==> config.mk <==
export PLATFORM = sky130hd
export DESIGN_NAME = hpc3_issue_sched
export DESIGN_NICKNAME = d
export VERILOG_FILES = /design/src/rtl/hpc3_pkg.sv /design/src/rtl/hpc3_res_fifo.sv /design/src/rtl/hpc3_issue_sched.sv
export SDC_FILE = /design/constraint.sdc
export NUM_CORES = 1
export LEC_CHECK = 0
export BUFFER_PORTS_ARGS = -buffer_cell sky130_fd_sc_hd__buf_2
export CAP_MARGIN = 20
export CORE_AREA = 5 5 249 251
export DETAILED_ROUTE_END_ITERATION = 16
export DIE_AREA = 0 0 254 256
export SETUP_SLACK_MARGIN = 0.15
export SLEW_MARGIN = 5
export SYNTH_ARGS = -nofsm -noshare
export SYNTH_HDL_FRONTEND = slang
export SYNTH_HIERARCHICAL = 1
export SYNTH_SLANG_ARGS = --single-unit
==> constraint.sdc <==
create_clock -name clk -period 7.9 [get_ports clk]
set_input_delay 0.79 -clock clk [delete_from_list [all_inputs] [get_ports clk]]
set_output_delay 0.79 -clock clk [all_outputs]
set_load 0.02 [all_outputs]
==> src/rtl/hpc3_pkg.sv <==
// hpc3_pkg: shared constants and types for the HPC3 issue scheduler.
// Provides share geometry, randomness word layout (byte offsets of each
// rXY / pXY term inside rnd_data) and the packed share-vector type.
package hpc3_pkg;

  localparam int SHARE_W = 8;
  localparam int SHARES  = 5;
  localparam int NPAIR   = SHARES * (SHARES - 1) / 2;
  localparam int RND_W   = 2 * NPAIR * SHARE_W;

  // r terms occupy rnd_data[79:0], lowest byte first.
  localparam int R01_LSB = 0;
  localparam int R02_LSB = 8;
  localparam int R03_LSB = 16;
  localparam int R04_LSB = 24;
  localparam int R12_LSB = 32;
  localparam int R13_LSB = 40;
  localparam int R14_LSB = 48;
  localparam int R23_LSB = 56;
  localparam int R24_LSB = 64;
  localparam int R34_LSB = 72;
  // p terms follow in the same pair order.
  localparam int P_BASE  = NPAIR * SHARE_W;
  localparam int P01_LSB = P_BASE + R01_LSB;
  localparam int P34_LSB = P_BASE + R34_LSB;

  typedef logic [SHARES*SHARE_W-1:0] share_vec_t;

endpackage

==> src/rtl/hpc3_res_fifo.sv <==
// hpc3_res_fifo: show-ahead result FIFO, WIDTH bits x DEPTH entries.
// Ports: clk/rst (sync, active high), wr_en/wr_data push, rd_en pop,
//        rd_data = head, empty, count = occupied entries.
module hpc3_res_fifo #(
  parameter int WIDTH = 41,
  parameter int DEPTH = 4,
  localparam int CW   = $clog2(DEPTH + 1),
  localparam int PW   = (DEPTH > 1) ? $clog2(DEPTH) : 1
) (
  input  logic             clk,
  input  logic             rst,
  input  logic             wr_en,
  input  logic [WIDTH-1:0] wr_data,
  input  logic             rd_en,
  output logic [WIDTH-1:0] rd_data,
  output logic             empty,
  output logic [CW-1:0]    count
);

  logic [WIDTH-1:0] mem_q [DEPTH];
  logic [PW-1:0]    wr_ptr_q, rd_ptr_q;
  logic [CW-1:0]    count_q;
  logic             rd_ok;

  function automatic logic [PW-1:0] ptr_next(input logic [PW-1:0] p);
    return (p == PW'(DEPTH - 1)) ? '0 : p + PW'(1);
  endfunction

  assign rd_ok   = rd_en && (count_q != '0);
  assign rd_data = mem_q[rd_ptr_q];
  assign empty   = (count_q == '0);
  assign count   = count_q;

  // Storage is cleared on reset so the head reads as zero afterwards.
  always_ff @(posedge clk) begin
    if (rst) begin
      for (int i = 0; i < DEPTH; i++) mem_q[i] <= '0;
      wr_ptr_q <= '0;
      rd_ptr_q <= '0;
      count_q  <= '0;
    end else begin
      if (wr_en) begin
        mem_q[wr_ptr_q] <= wr_data;
        wr_ptr_q        <= ptr_next(wr_ptr_q);
      end
      if (rd_ok) rd_ptr_q <= ptr_next(rd_ptr_q);
      count_q <= count_q + CW'(wr_en) - CW'(rd_ok);
    end
  end

endmodule

==> src/rtl/hpc3_issue_sched.sv <==
// hpc3_issue_sched: round-robin scheduler sharing one HPC3 masked AND gadget
// between two requesters. Ports: req0/req1 valid/ready/a/b, rnd valid/ready/
// data, gadget g_a/g_b/g_r/g_p out and g_c in, res valid/ready/id/c, busy.
// Optional macro HPC3_SCHED_ZEROIZE_EN forces gadget inputs to 0 when idle.
module hpc3_issue_sched
  import hpc3_pkg::*;
#(
  parameter int LAT       = 2,
  parameter int OUT_DEPTH = 4,
  parameter int SHARES    = 5
) (
  input  logic                              clk,
  input  logic                              rst,
  input  logic                              req0_valid,
  input  logic                              req1_valid,
  output logic                              req0_ready,
  output logic                              req1_ready,
  input  logic [SHARES*SHARE_W-1:0]         req0_a,
  input  logic [SHARES*SHARE_W-1:0]         req1_a,
  input  logic [SHARES*SHARE_W-1:0]         req0_b,
  input  logic [SHARES*SHARE_W-1:0]         req1_b,
  input  logic                              rnd_valid,
  output logic                              rnd_ready,
  input  logic [SHARES*(SHARES-1)*SHARE_W-1:0] rnd_data,
  output logic [SHARES*SHARE_W-1:0]         g_a,
  output logic [SHARES*SHARE_W-1:0]         g_b,
  output logic [SHARES*(SHARES-1)*SHARE_W/2-1:0] g_r,
  output logic [SHARES*(SHARES-1)*SHARE_W/2-1:0] g_p,
  input  logic [SHARES*SHARE_W-1:0]         g_c,
  output logic                              res_valid,
  input  logic                              res_ready,
  output logic                              res_id,
  output logic [SHARES*SHARE_W-1:0]         res_c,
  output logic                              busy
);

  localparam int VW = SHARES * SHARE_W;
  localparam int HW = SHARES * (SHARES - 1) * SHARE_W / 2;
  localparam int CW = $clog2(OUT_DEPTH + 1);

  logic           rr_q, rr_d;
  logic [LAT-1:0] trk_vld_q, trk_id_q;
  logic [CW-1:0]  fifo_cnt;
  logic           fifo_empty;
  logic           credit, issue, gnt, sel;
  logic [VW-1:0]  mux_a, mux_b;
  int             inflight;

  // Credit counts both queued results and ops still inside the gadget, so a
  // result slot is always reserved before the non-stallable pipeline is fed.
  always_comb begin
    inflight = 0;
    for (int i = 0; i < LAT; i++) begin
      if (trk_vld_q[i]) inflight++;
    end
    credit = (int'(fifo_cnt) + inflight) < OUT_DEPTH;
  end

  always_comb begin
    // With a single requester valid, grant it; rr only breaks ties.
    gnt   = (req0_valid && req1_valid) ? rr_q : !req0_valid;
    issue = (req0_valid || req1_valid) && rnd_valid && credit && !rst;
    sel   = issue ? gnt : rr_q;
    mux_a = sel ? req1_a : req0_a;
    mux_b = sel ? req1_b : req0_b;
    rr_d  = issue ? !gnt : rr_q;
  end

`ifdef HPC3_SCHED_ZEROIZE_EN
  assign g_a = issue ? mux_a : '0;
  assign g_b = issue ? mux_b : '0;
  assign g_r = issue ? rnd_data[HW-1:0] : '0;
  assign g_p = issue ? rnd_data[2*HW-1:HW] : '0;
`else
  assign g_a = mux_a;
  assign g_b = mux_b;
  assign g_r = rnd_data[HW-1:0];
  assign g_p = rnd_data[2*HW-1:HW];
`endif

  assign req0_ready = issue && !gnt;
  assign req1_ready = issue && gnt;
  assign rnd_ready  = issue;

  // Tracker mirrors the gadget pipeline; the last stage marks the cycle in
  // which g_c belongs to a real op and must be captured.
  always_ff @(posedge clk) begin
    if (rst) begin
      rr_q      <= 1'b0;
      trk_vld_q <= '0;
      trk_id_q  <= '0;
    end else begin
      rr_q <= rr_d;
      for (int i = LAT - 1; i > 0; i--) begin
        trk_vld_q[i] <= trk_vld_q[i-1];
        trk_id_q[i]  <= trk_id_q[i-1];
      end
      trk_vld_q[0] <= issue;
      trk_id_q[0]  <= gnt;
    end
  end

  hpc3_res_fifo #(
    .WIDTH(VW + 1),
    .DEPTH(OUT_DEPTH)
  ) u_fifo (
    .clk    (clk),
    .rst    (rst),
    .wr_en  (trk_vld_q[LAT-1]),
    .wr_data({trk_id_q[LAT-1], g_c}),
    .rd_en  (res_valid && res_ready),
    .rd_data({res_id, res_c}),
    .empty  (fifo_empty),
    .count  (fifo_cnt)
  );

  assign res_valid = !fifo_empty;
  assign busy      = (|trk_vld_q) || !fifo_empty;

endmodule
== Word-level counts from Yosys, hierarchy flattened ==
Memories as Yosys holds them, arrays and structs flattened. A register that Yosys moved wholly into a read port is not among the register bits.
Cells that the tools add are included.
Word-level totals
  flip-flop bits (word level): 12
  RAM bits: 164
  output and inout port bits: 286
  logic and storage cells: 52
  memories kept: 1
Memories
  u_fifo.mem_q: depth 4, width 41, read ports 1, clocked after memory_dff 1, wr ports 4, line hpc3_res_fifo.sv:20  | logic [WIDTH-1:0] mem_q [DEPTH];
Cells by class
  add/sub/neg operators: 6
  order comparisons: 1
  equal/unequal tests: 2
  muxes and demuxes: 18
  reduce and logical (&&, ||, !) cells: 18
Operator list (count)
  40-bit 2-to-1 mux: 2
  41-bit 2-to-1 mux: 1
  41-bit OR reduction: 1
  32-bit by 2-bit adder with 32-bit output (second input constant): 1
  4-bit by 32-bit adder with 32-bit output: 1
  32-bit by 4-bit less-than comparator with 1-bit output (second input constant): 1
  32-bit 2-to-1 mux: 1
  2-bit 2-to-1 mux: 5
  1-bit 2-to-1 mux: 9
  1-bit logical AND: 8
  2-bit by 1-bit adder with 2-bit output (second input constant): 2
  2-bit == test (second input constant): 2
  1-bit zero test: 4
  3-bit by 1-bit adder with 3-bit output: 1
  3-bit zero test: 1
  3-bit nonzero test: 1
  3-bit by 1-bit subtractor with 3-bit output: 1
  1-bit logical OR: 2
  2-bit OR reduction: 1

== Logic depth before layout (Yosys ltp) ==
  depth in word-level cells: 9
  gate-level depth with buffers: 10
  depth with buffers taken out: 10

== Hierarchy ==
Netlist, hierarchy kept.
Modules (own cells, without submodules)
  hpc3_res_fifo: times used 1, cells each 438, area an instance 7553.5 µm², sequential area each 5104.9 µm²
  hpc3_issue_sched: times used 1, cells each 279, area an instance 2580.0 µm², sequential area each 100.1 µm²

== Worst setup path before layout ==
No wires, ideal clock.
  kind: input-to-output
  start point: input port rst
  end point: output port g_a[13]
  arrival: 2.382 ns
  required time: 7.110 ns
  setup slack: 4.728 ns
  cell stages on the path: 5
  path buffers: 1
  path through: or4b_4 -> o31ai_4 -> o2bb2ai_4 -> buf_6 -> mux2_1
Between the ends
  longest elaborated chain between the ends: 4
Ends and longest elaborated chain
  from (decl): line hpc3_issue_sched.sv:13  | input logic rst,
  1-bit zero test: line hpc3_issue_sched.sv:62  | issue = (req0_valid || req1_valid) && rnd_valid && credit && !rst;
  1-bit logical AND: line hpc3_issue_sched.sv:62
  1-bit 2-to-1 mux: line hpc3_issue_sched.sv:63  | sel = issue ? gnt : rr_q;
  40-bit 2-to-1 mux: line hpc3_issue_sched.sv:64  | mux_a = sel ? req1_a : req0_a;
  to (decl): line hpc3_issue_sched.sv:25  | output logic [SHARES*SHARE_W-1:0] g_a,
No other way between the ends.

== Worst setup path after layout ==
  start point: register trk_vld_q[1]
  end point: output port g_a[26]
Between the ends
  longest elaborated chain between the ends: 7
Ends and longest elaborated chain
  from (decl): line hpc3_issue_sched.sv:42  | logic [LAT-1:0] trk_vld_q, trk_id_q;
  from (signal, indexed assignment): line hpc3_issue_sched.sv:95  | trk_vld_q[i] <= trk_vld_q[i-1];
  32-bit 2-to-1 mux: line hpc3_issue_sched.sv:54  | if (trk_vld_q[i]) inflight++;
  4-bit by 32-bit adder with 32-bit output: line hpc3_issue_sched.sv:56  | credit = (int'(fifo_cnt) + inflight) < OUT_DEPTH;
  32-bit by 4-bit less-than comparator with 1-bit output: line hpc3_issue_sched.sv:56
  1-bit logical AND (2 in series): line hpc3_issue_sched.sv:62
  1-bit 2-to-1 mux: line hpc3_issue_sched.sv:63
  40-bit 2-to-1 mux: line hpc3_issue_sched.sv:64
No other way between the ends.

==> metrics.txt <==
Synth Net Count roughly 1,100; synth top area cells edfxtp_1 49%, buf_4 12%, and2_1 10%; Critical Path Sink Type primary output; min-delay worst type flip-flop to flip-flop; Setup Viol. Count Final 0; Min Hold Slack 458.9 ps; Synth area leader edfxtp_1; Non-Filler Cell Area, Final roughly 12,000 um^2; Fillers 6,483; first-pass GRT wire length 75,640 um; ANT nets after route 0; fin crit period approximately 4700 ps; status finished clean; 1st-pass router iterations 4; io pins 652; drt first-iter violations 341; CP most frequent cell ha_1; chip width 254 um; initial core utilization 0.1698; Crit path largest cell delay 790 ps; Clock Skews roughly 14 ps; largest net degree at the start of global routing 75; Power Internal roughly 1.7 mW; final hold viol count 0; FMAX around 0.21 GHz; vias in the first global route 6,870; Max VDD drop ~150 uV; Post-synth EDFFs between 150 and 200; dpl hpwl 50,340 um; Clk Latency, worst-skew pair ~450 ps; post-layout net count around 1,300; synth warn 6; WL/cell 35.97 um; # hold bufs at CTS 0; Slew Limit Fails 0; FF/Latch Area roughly 5200 um^2; worst setup path category flip-flop to primary output; placed inst area 11,390 um^2; Crit-path slowest cell buf_4; CTS tree yes; Seq pwr share 0.456; clock sink total between 150 and 200; GRT Total Usage 0.1798; Worst setup SP type flip-flop; Clock Path Buffers 2; final core utilization 0.2008; routed wire length 60,390 um; Netlist Area Pre-Place 10,130 um^2; worst-path cell chain ha_1 -> ha_1 -> or4b_4 -> o31ai_4 -> o2bb2ai_4 -> buf_4 -> mux2_2 -> buf_2; NetSw 725.0 uW; Top FF cell, synth edfxtp_1; Rel. slew slack 0.3147; WP data arrival approximately 4000 ps; Switching Fraction 0.2982; gp weighted congestion ~0.86; Synth top area share 0.4860; Setup TNS 0 ps; Static Leak 4.903 nW; Core Region 59,680 um^2; Setup Fix Bufs, Post-CTS 0; fin crit share 0.5931; Congestion Overflow GR 0; fin worst setup slack 3214 ps; Worst Tran Pin Value 1028 ps; Area growth syn-to-layout 18.27%; CTS clk-pin slew, worst paths 80 ps; unrepaired setup endpoints after global routing false; Port Buffers 331; H-tree Lvls 4; drt drc 0; worst path bufs/invs 2; Resized Gates After CTS 0; share of cells above drive strength 1 0.5459; Multi-input gate area 3448 um^2; DR vias 6,734; FFs w/ async S/R, synth 0; PD cells slightly above 200 nW/um^2; Seq/Total Area, Yosys 0.5136; Max FO, Critical Path 74; Via-to-Cell Ratio 4.011; number of max-cap violations 0; Tot Pwr 2.431 mW; Placement Setup Slack 3529 ps; die area 65,020 um^2; Required @ worst endpoint 7110 ps; cts bufs inserted 17; fin cells 1,679; Post-Syn Area per Cell 14.13 um^2; root buffer cell clkbuf_16; Synth top cells by count 164 x and2_1, 164 x edfxtp_1, 160 x buf_4; # placed instances 1,644; row count 90; Synth Instances a little over 700; Yosys cell types 40; crit-path leading delay family buffers and inverters; Clk pwr share 0.346; Synth Register Bits 178; Combinational Power Share 0.198; die height 256 um; antenna violations before repair slightly below 70
-- worst register-to-register path: cells and delay by family, from the launching register on --
| family | cells | cell delay [ps] |
|---|---|---|
| buf+inv | 2 | 980 |
| flops | 1 | 560 |
| simple gates | 2 | 680 |
-- power groups by stage --
stage / Clock, mW / Sequential (mW) / Combinational (mW)
floorplan: 0 / 1.11 / 0.429
global placement: 0 / 1.13 / 0.484
detailed placement: 0 / 1.13 / 0.489
CTS: 0.866 / 1.11 / 0.492
global route: 0.907 / 1.12 / 0.513
finish: 0.841 / 1.11 / 0.481
-- state kept, by name, indices dropped and copies added, names as in the netlist, named ones only --
signal,count
u_fifo/wr_ptr_q,2
u_fifo/count,3
trk_id_q,2
trk_vld_q,2
u_fifo/rd_ptr_q,2
rr_q,1
u_fifo/mem_q,164
-- final cells by class --
class,instances,area share
sequential,178,0.4347
multi-input combinational,336,0.2877
timing repair buffer,340,0.1439
tap,782,0.08164
clock buffer,17,0.03549
clock inverter,15,0.01347
inverter,8,0.002505
antenna,3,0.0006264
-- metal layers --
metal | vias to the layer above | wire [um] | share of wire | global-route usage
li1 | 2732 | - | - | -
met1 | 3184 | 21670 | 0.36 | 0.1985
met2 | 660 | 26070 | 0.43 | 0.2701
met3 | 142 | 11210 | 0.19 | 0.1514
met4 | 16 | 1206 | 0.020 | 0.02700
met5 | - | 238 | 0.0039 | 0.02331
-- placed cells by master (no fill, tap or decap), drive strengths merged, types with 2 or more instances in the layout --
master / instances
a211oi: 2
a21oi: 3
and2: 164
and3: 2
and4bb: 2
buf: 340
clkbuf: 17
clkinv: 4
clkinvlp: 2
dfxtp: 14
diode: 3
edfxtp: 164
ha: 7
inv: 17
mux2: 81
mux2i: 2
mux4: 41
nand2: 2
nand2b: 3
nor2: 5
nor2b: 4
nor3: 3
or2: 3
-- path summary, 6_finish.rpt --
path / startpoint / endpoint / slack (ps) / depth (start not counted)
max: trk_vld_q[1] / g_a[26] / 3210 / 8
min: trk_id_q[0] / trk_id_q[1] / 460 / 1
max reg2reg: trk_vld_q[1] / u_fifo/mem_q[1][19] / 5250 / 4
min reg2reg: trk_id_q[0] / trk_id_q[1] / 460 / 1
-- logic make-up (layout without fill, tap and decap cells) --
group,Yosys count,in the layout,share of synthesized area
buffers and inverters,203,380,0.1462
and+or+nand+nor,192,192,0.1210
DFF,178,178,0.5136
muxes,124,124,0.1950
AOI/OAI and AO/OA,11,11,0.01136
adders and majority gates,8,8,0.01062
xor gates and xnor gates,1,1,0.002222
other,0,3,0
Power figures use the tool's default switching activity.
